## src/rtl/nr_recip_pkg.sv

```systemverilog
// rtl/nr_recip_pkg.sv - state encoding and constant helpers shared by nr_recip_norm
package nr_recip_pkg;

  typedef enum logic [2:0] {
    ST_IDLE,
    ST_NORM,
    ST_SEED,
    ST_MUL_A,
    ST_MUL_B,
    ST_DENORM,
    ST_DONE
  } nr_state_t;

  localparam int     Q_DEFAULT = 26;
  localparam longint TWO_Q     = longint'(1) << (Q_DEFAULT + 1);

  // Reciprocal of the midpoint of mantissa interval idx, so the seed error is balanced
  function automatic longint seed_val(input int idx, input int q, input int lut_bits);
    return (longint'(1) << (q + lut_bits + 1)) /
           ((longint'(1) << (lut_bits + 1)) + longint'(2 * idx + 1));
  endfunction

  function automatic longint sat_max(input int width);
    return (longint'(1) << (width - 1)) - 1;
  endfunction

endpackage

```

## src/rtl/nr_lzc.sv

```systemverilog
// rtl/nr_lzc.sv - combinational MSB-position finder (index of highest set bit, zero flag)
module nr_lzc #(
  parameter int WIDTH = 32
) (
  input  logic [WIDTH-1:0]         a,
  output logic [$clog2(WIDTH)-1:0] msb_idx,
  output logic                     zero
);

  localparam int PW = $clog2(WIDTH);

  always_comb begin
    msb_idx = '0;
    zero    = 1'b1;
    for (int i = 0; i < WIDTH; i++) begin
      if (a[i]) begin
        msb_idx = PW'(i);
        zero    = 1'b0;
      end
    end
  end

endmodule

```

## src/rtl/nr_recip_norm.sv

```systemverilog
// rtl/nr_recip_norm.sv - normalising Newton-Raphson reciprocal, valid/ready stream with tag
// NR_RECIP_ROUND_EN: round half up on every internal right shift (default: truncate)
module nr_recip_norm
  import nr_recip_pkg::*;
#(
  parameter int WIDTH    = 32,
  parameter int Q        = 26,
  parameter int LUT_BITS = 4,
  parameter int ITER     = 3,
  parameter int TAG_W    = 8
) (
  input  logic             clk,
  input  logic             rst_n,
  input  logic             in_valid,
  output logic             in_ready,
  input  logic [WIDTH-1:0] a_in,
  input  logic [TAG_W-1:0] in_tag,
  output logic             out_valid,
  input  logic             out_ready,
  output logic [WIDTH-1:0] y_out,
  output logic [TAG_W-1:0] out_tag,
  output logic             out_err,
  output logic             out_sat
);

  localparam int PW    = $clog2(WIDTH);
  localparam int SW    = PW + 2;
  localparam int IW    = $clog2(ITER + 1);
  localparam int DW    = 2 * WIDTH;
  localparam int NSEED = 1 << LUT_BITS;

`ifdef NR_RECIP_ROUND_EN
  localparam bit ROUND_EN = 1'b1;
`else
  localparam bit ROUND_EN = 1'b0;
`endif

  localparam logic signed [WIDTH-1:0] TWO_Q_W   = WIDTH'(longint'(1) << (Q + 1));
  localparam logic        [WIDTH-1:0] SAT_MAX   = WIDTH'(sat_max(WIDTH));
  localparam logic        [DW-1:0]    SAT_MAX_W = DW'(SAT_MAX);
  localparam logic signed [DW-1:0]    RND_Q     = ROUND_EN ? (DW'(1) <<< (Q - 1)) : '0;

  typedef logic [NSEED-1:0][WIDTH-1:0] seed_tab_t;

  function automatic seed_tab_t build_seed_tab();
    seed_tab_t tab;
    for (int i = 0; i < NSEED; i++) tab[i] = WIDTH'(seed_val(i, Q, LUT_BITS));
    return tab;
  endfunction

  localparam seed_tab_t SEED_TAB = build_seed_tab();

  nr_state_t                state_q, state_d;
  logic [WIDTH-1:0]         a_q, a_d;
  logic [TAG_W-1:0]         tag_q, tag_d;
  logic signed [WIDTH-1:0]  m_q, m_d;
  logic signed [SW-1:0]     s_q, s_d;
  logic signed [WIDTH-1:0]  x_q, x_d;
  logic signed [WIDTH-1:0]  t_q, t_d;
  logic [IW-1:0]            iter_q, iter_d;
  logic                     bad_q, bad_d;
  logic [WIDTH-1:0]         y_q, y_d;
  logic                     err_q, err_d;
  logic                     sat_q, sat_d;

  logic [PW-1:0]            lzc_idx;
  logic                     lzc_zero;
  logic signed [WIDTH-1:0]  mul_op1, mul_op2, prod_sh;
  logic signed [DW-1:0]     prod;
  logic [LUT_BITS-1:0]      seed_idx;
  logic [SW-1:0]            sh_amt;
  logic [DW-1:0]            dn_xw, dn_rnd, dn_wide;
  logic                     dn_ovf, dn_sat;
  logic [WIDTH-1:0]         dn_y;

  nr_lzc #(.WIDTH(WIDTH)) u_lzc (
    .a       (a_q),
    .msb_idx (lzc_idx),
    .zero    (lzc_zero)
  );

  always_ff @(posedge clk or negedge rst_n) begin
    if (!rst_n) state_q <= ST_IDLE;
    else        state_q <= state_d;
  end

  always_comb begin
    state_d = state_q;
    case (state_q)
      ST_IDLE:   if (in_valid) state_d = ST_NORM;
      ST_NORM:   state_d = ST_SEED;
      ST_SEED:   state_d = ST_MUL_A;
      ST_MUL_A:  state_d = ST_MUL_B;
      ST_MUL_B:  state_d = (iter_q == IW'(ITER - 1)) ? ST_DENORM : ST_MUL_A;
      ST_DENORM: state_d = ST_DONE;
      ST_DONE:   if (out_ready) state_d = ST_IDLE;
      default:   state_d = ST_IDLE;
    endcase
  end

  always_comb begin
    in_ready  = (state_q == ST_IDLE);
    out_valid = (state_q == ST_DONE);
  end

  // One shared multiplier: m*x in MUL_A, x*(2-t) in MUL_B
  always_comb begin
    mul_op1 = x_q;
    mul_op2 = TWO_Q_W - t_q;
    if (state_q == ST_MUL_A) begin
      mul_op1 = m_q;
      mul_op2 = x_q;
    end
    prod    = DW'(mul_op1) * DW'(mul_op2);
    prod_sh = WIDTH'((prod + RND_Q) >>> Q);
  end

  assign seed_idx = m_q[Q-1 -: LUT_BITS];

  // Undo the normalisation; x is positive so the shift runs on a zero-extended copy
  always_comb begin
    sh_amt  = s_q[SW-1] ? SW'(-s_q) : SW'(s_q);
    dn_xw   = {{WIDTH{1'b0}}, x_q};
    dn_rnd  = '0;
    dn_ovf  = 1'b0;
    if (!s_q[SW-1]) begin
      if (ROUND_EN && sh_amt != '0) dn_rnd = DW'(1) << (sh_amt - SW'(1));
      dn_wide = (int'(sh_amt) >= WIDTH) ? '0 : ((dn_xw + dn_rnd) >> sh_amt);
    end else begin
      dn_ovf  = (int'(sh_amt) >= WIDTH);
      dn_wide = dn_xw << sh_amt;
    end
    dn_sat = dn_ovf || (dn_wide > SAT_MAX_W);
    dn_y   = dn_sat ? SAT_MAX : WIDTH'(dn_wide);
  end

  always_comb begin
    a_d    = a_q;
    tag_d  = tag_q;
    m_d    = m_q;
    s_d    = s_q;
    x_d    = x_q;
    t_d    = t_q;
    iter_d = iter_q;
    bad_d  = bad_q;
    y_d    = y_q;
    err_d  = err_q;
    sat_d  = sat_q;
    case (state_q)
      ST_IDLE: begin
        if (in_valid) begin
          a_d   = a_in;
          tag_d = in_tag;
        end
      end
      ST_NORM: begin
        bad_d  = a_q[WIDTH-1] | lzc_zero;
        iter_d = '0;
        m_d    = '0;
        s_d    = '0;
        if (!(a_q[WIDTH-1] | lzc_zero)) begin
          if (int'(lzc_idx) >= Q) m_d = $signed(a_q >> (int'(lzc_idx) - Q));
          else                    m_d = $signed(a_q << (Q - int'(lzc_idx)));
          s_d = SW'(int'(lzc_idx) - Q);
        end
      end
      ST_SEED:  x_d = bad_q ? '0 : $signed(SEED_TAB[seed_idx]);
      ST_MUL_A: if (!bad_q) t_d = prod_sh;
      ST_MUL_B: begin
        if (!bad_q) x_d = prod_sh;
        iter_d = iter_q + IW'(1);
      end
      ST_DENORM: begin
        y_d   = bad_q ? SAT_MAX : dn_y;
        err_d = bad_q;
        sat_d = !bad_q && dn_sat;
      end
      default: ;
    endcase
  end

  always_ff @(posedge clk or negedge rst_n) begin
    if (!rst_n) begin
      a_q    <= '0;
      tag_q  <= '0;
      m_q    <= '0;
      s_q    <= '0;
      x_q    <= '0;
      t_q    <= '0;
      iter_q <= '0;
      bad_q  <= 1'b0;
      y_q    <= '0;
      err_q  <= 1'b0;
      sat_q  <= 1'b0;
    end else begin
      a_q    <= a_d;
      tag_q  <= tag_d;
      m_q    <= m_d;
      s_q    <= s_d;
      x_q    <= x_d;
      t_q    <= t_d;
      iter_q <= iter_d;
      bad_q  <= bad_d;
      y_q    <= y_d;
      err_q  <= err_d;
      sat_q  <= sat_d;
    end
  end

  assign y_out   = y_q;
  assign out_tag = tag_q;
  assign out_err = err_q;
  assign out_sat = sat_q;

endmodule
```

## config.mk

```make
export PLATFORM = sky130hd
export DESIGN_NAME = nr_recip_norm
export DESIGN_NICKNAME = d
export VERILOG_FILES = /design/src/rtl/nr_recip_pkg.sv /design/src/rtl/nr_lzc.sv /design/src/rtl/nr_recip_norm.sv
export SDC_FILE = /design/constraint.sdc
export NUM_CORES = 2
export LEC_CHECK = 0
export ABC_CLOCK_PERIOD_IN_PS = 21800
export CAP_MARGIN = 20
export CORE_MARGIN = 5
export CORE_UTILIZATION = 45
export CTS_CLUSTER_DIAMETER = 60
export DETAILED_ROUTE_END_ITERATION = 10
export GPL_TIMING_DRIVEN = 0
export PLACE_DENSITY = 0.6
export SYNTH_ARGS = -nofsm -noshare
export SYNTH_HDL_FRONTEND = slang
export SYNTH_SLANG_ARGS = --single-unit
```

## constraint.sdc

```tcl
create_clock -name clk -period 21.8 [get_ports clk]
set_input_delay 2.18 -clock clk [delete_from_list [all_inputs] [get_ports clk]]
set_output_delay 2.18 -clock clk [all_outputs]
set_load 0.02 [all_outputs]
```

==> qor.yml <==
run_status:
  run_status: "finished, final reports clean"
worst_setup_path:
  path_buf_inv: 10
  worstSetupStartpointType: "register"
  r2r_slack_ns: 8.59
  cpPeakStageDelay_ns: 0.71
  crit_slowest_cell: "clkbuf_1"
  crit_fanout: 10
  worstSetupPathType: "reg2reg"
  crit_top_cell: "fa_1"
  cp.required_ns: 22.19
  cp-end-kind: "register"
  worstPathArrival_ns: 13.60
  path_delay_family: "adder cells"
yosys:
  synthFlopType: "dfrtp_1"
  synth-edff-count: 0
  yosysWarnings: 0
  synthDistinctLibCells: 91
  synth_nets: 6923
  synth_top_area_share_pct: 41.2
  async_reset_ff_share_pct: 100
  syn_inst: 5677
  synth.area.top_cells: "fa_1 (41%), dfrtp_1 (9.3%), nand2_1 (8.2%), inv_1 (8.0%), ha_1 (4.9%)"
  synth_seq_cells: 182
  yosysMostFrequentCell: "nand2_1"
  synth_top_cell_by_area: "fa_1"
  syn_area_um2: 49100
  postSynthAreaPerCell_um2: 8.65
  ys_top_cells_by_count: "nand2_1 (1068), inv_1 (1048), fa_1 (1010)"
  synth_seq_area_share_pct: 9.28
timing:
  hold_viol: 0
  fmax_mhz: 75.7
  slew_headroom_pct: 12.0
  holdWs_ns: 0.502
  period_share_pct: 60.6
  drv_slew: 0
  fin_tns_setup_ns: 0
  finalClockSkew_ns: 0.0208
  tightest_slew_ns: 1.32
  rsz0062_at_grt: "false"
  period_needed_ns: 13.21
  setup_violations: 0
place:
  post_dp_cell_area_um2: 52100
  dp_hpwl_mm: 163
  portBuffers: 87
  routabilityCongestion: 1.03
die:
  die_w_um: 340
  start_util_pct: 45.2
  die_y_um: 340
  die-area_um2: 116000
  num_rows: 121
  ios: 88
  design.core.area_um2: 109000
cts:
  numCtsBuffers: 17
  cts_sinks: 182
  tritoncts: "built"
  cts-resized-gates: 0
  clk_latency_ns: 0.48
  cts_hold_buf: 0
  post-cts-setup-buffers: 0
  h-tree-depth: 4
  path_clk_slew_ns: 0.08
  clock_path_buffers: 2
  root_buffer: "clkbuf_16"
global_routing:
  antenna_found_initial: 13
  grt_first_pass_wirelength_mm: 291
  grt.overflow.total: 0
  grt_start_max_net_pins: 112
  grt_pass1_vias: 43100
  gr-usage-all-layers_pct: 33.9
min_path:
  hp-class: "reg2reg"
route:
  drt_iter0_drc: 5190
  wl_met3_mm: 23.6
  num_vias: 42600
  met2WireLength_mm: 84.2
  wl_per_cell_um: 27.1
  remaining_drc_errors: 0
  drt_first_pass_iters: 6
  highest_layer: "met5"
  wl_met1_mm: 77.6
  routed_wl_mm: 196
  drt.antenna.violating_nets: 0
  via_per_inst: 5.89
finish:
  drive_above_1_share_pct: 3.97
  syn2layout_area_growth_pct: 7.33
  n_fill_cell: 10700
  final_area_um2: 52700
  multiInputGateArea_um2: 39200
  nets: 7056
  seqCellArea_um2: 4550
job:
  maxCapViolCount: 0
## cells in the final DEF, fill, tap and decap left out, types with 68 or more instances in the layout
cell type	synthesis	final
clkbuf_1	312	312
mux2i_1	235	227
a21oi_1	163	163
ha_1	192	192
nor2_1	386	385
clkdlybuf4s50_1	0	86
fa_1	1010	1010
nand2_1	1068	1068
o21ai_0	145	145
inv_1	1048	1048
dfrtp_1	182	182
and2_1	68	68
## sequential cells by signal, indices dropped and copies added (netlist names)
register,count
bad_q,1
out_err,1
iter_q,2
s_q,6
out_tag,8
y_out,32
out_sat,1
x_q,32
m_q,32
a_q,32
t_q,32
state_q,3
## cells by family (layout without fill, tap and decap cells)
family                   count (synthesis)  in the layout  share of synthesized area [%]
flip-flops                             182            182                           9.28
AO/OA/AOI/OAI                          674            674                           9.03
buffers and inverters                 1424           1570                           11.0
other                                    0              2                              0
AND/OR/NAND/NOR                       1772           1772                           15.0
XOR/XNOR                                90             90                           1.69
adder cells (fa/ha/maj)               1202           1202                           46.1
multiplexers                           333            333                           7.83
## final timing paths
kind,startpoint,end,cells past startpoint
worst min register to register,iter_q[0]$_DFFE_PN0P_,iter_q[0]$_DFFE_PN0P_,1
worst max register to register,state_q[2]$_DFFE_PN0P_,x_q[20]$_DFFE_PN0P_,33
min in group asynchronous,rst_n,a_q[17]$_DFFE_PN0P_,1
worst min-delay path,iter_q[0]$_DFFE_PN0P_,iter_q[0]$_DFFE_PN0P_,1
max in group asynchronous,rst_n,x_q[13]$_DFFE_PN0P_,2
worst max-delay path,state_q[2]$_DFFE_PN0P_,x_q[20]$_DFFE_PN0P_,33
## layout make-up
class                           instances  share of cell area, %
Buffer                                369                   2.78
Multi-Input combinational cell       4071                   74.3
Clock buffer                           17                  0.807
Tap cell                             1414                   3.36
Timing Repair Buffer                  114                   2.20
Sequential cell                       182                   8.64
Inverter                             1055                   7.52
Antenna cell                            2                0.00950
Clock inverter                         15                  0.340
## through the flow
step	util, %	std cells	setup slack (ns)
2_1_floorplan	-	5677	12.57
3_3_place_gp	47.7	7178	8.20
3_5_place_dp	48.0	7202	9.12
4_1_cts	48.5	7234	9.06
5_1_grt	48.5	7237	8.32
6_report	48.5	7239	8.59
## worst register-to-register path: cells and delay by family, from the launching register on
family / cells / cell delay (ns)
adder cells (fa/ha/maj): 9 / 4.32
buffers and inverters: 10 / 3.38
AO/OA/AOI/OAI: 7 / 2.34
AND/OR/NAND/NOR: 6 / 2.10
XOR/XNOR: 1 / 0.61
flip-flops: 1 / 0.36
## per-layer routing
| layer | GRT usage (%) | up-vias |
|---|---|---|
| met4 | 14.3 | 14 |
| met1 | 47.0 | 21600 |
| met3 | 9.33 | 522 |
| li1 | - | 17900 |
| met5 | 0 | - |
| met2 | 50.4 | 2588 |
Power is not shown: default switching activity piles up to over one toggle a cycle in this logic, so the estimate is an artifact.
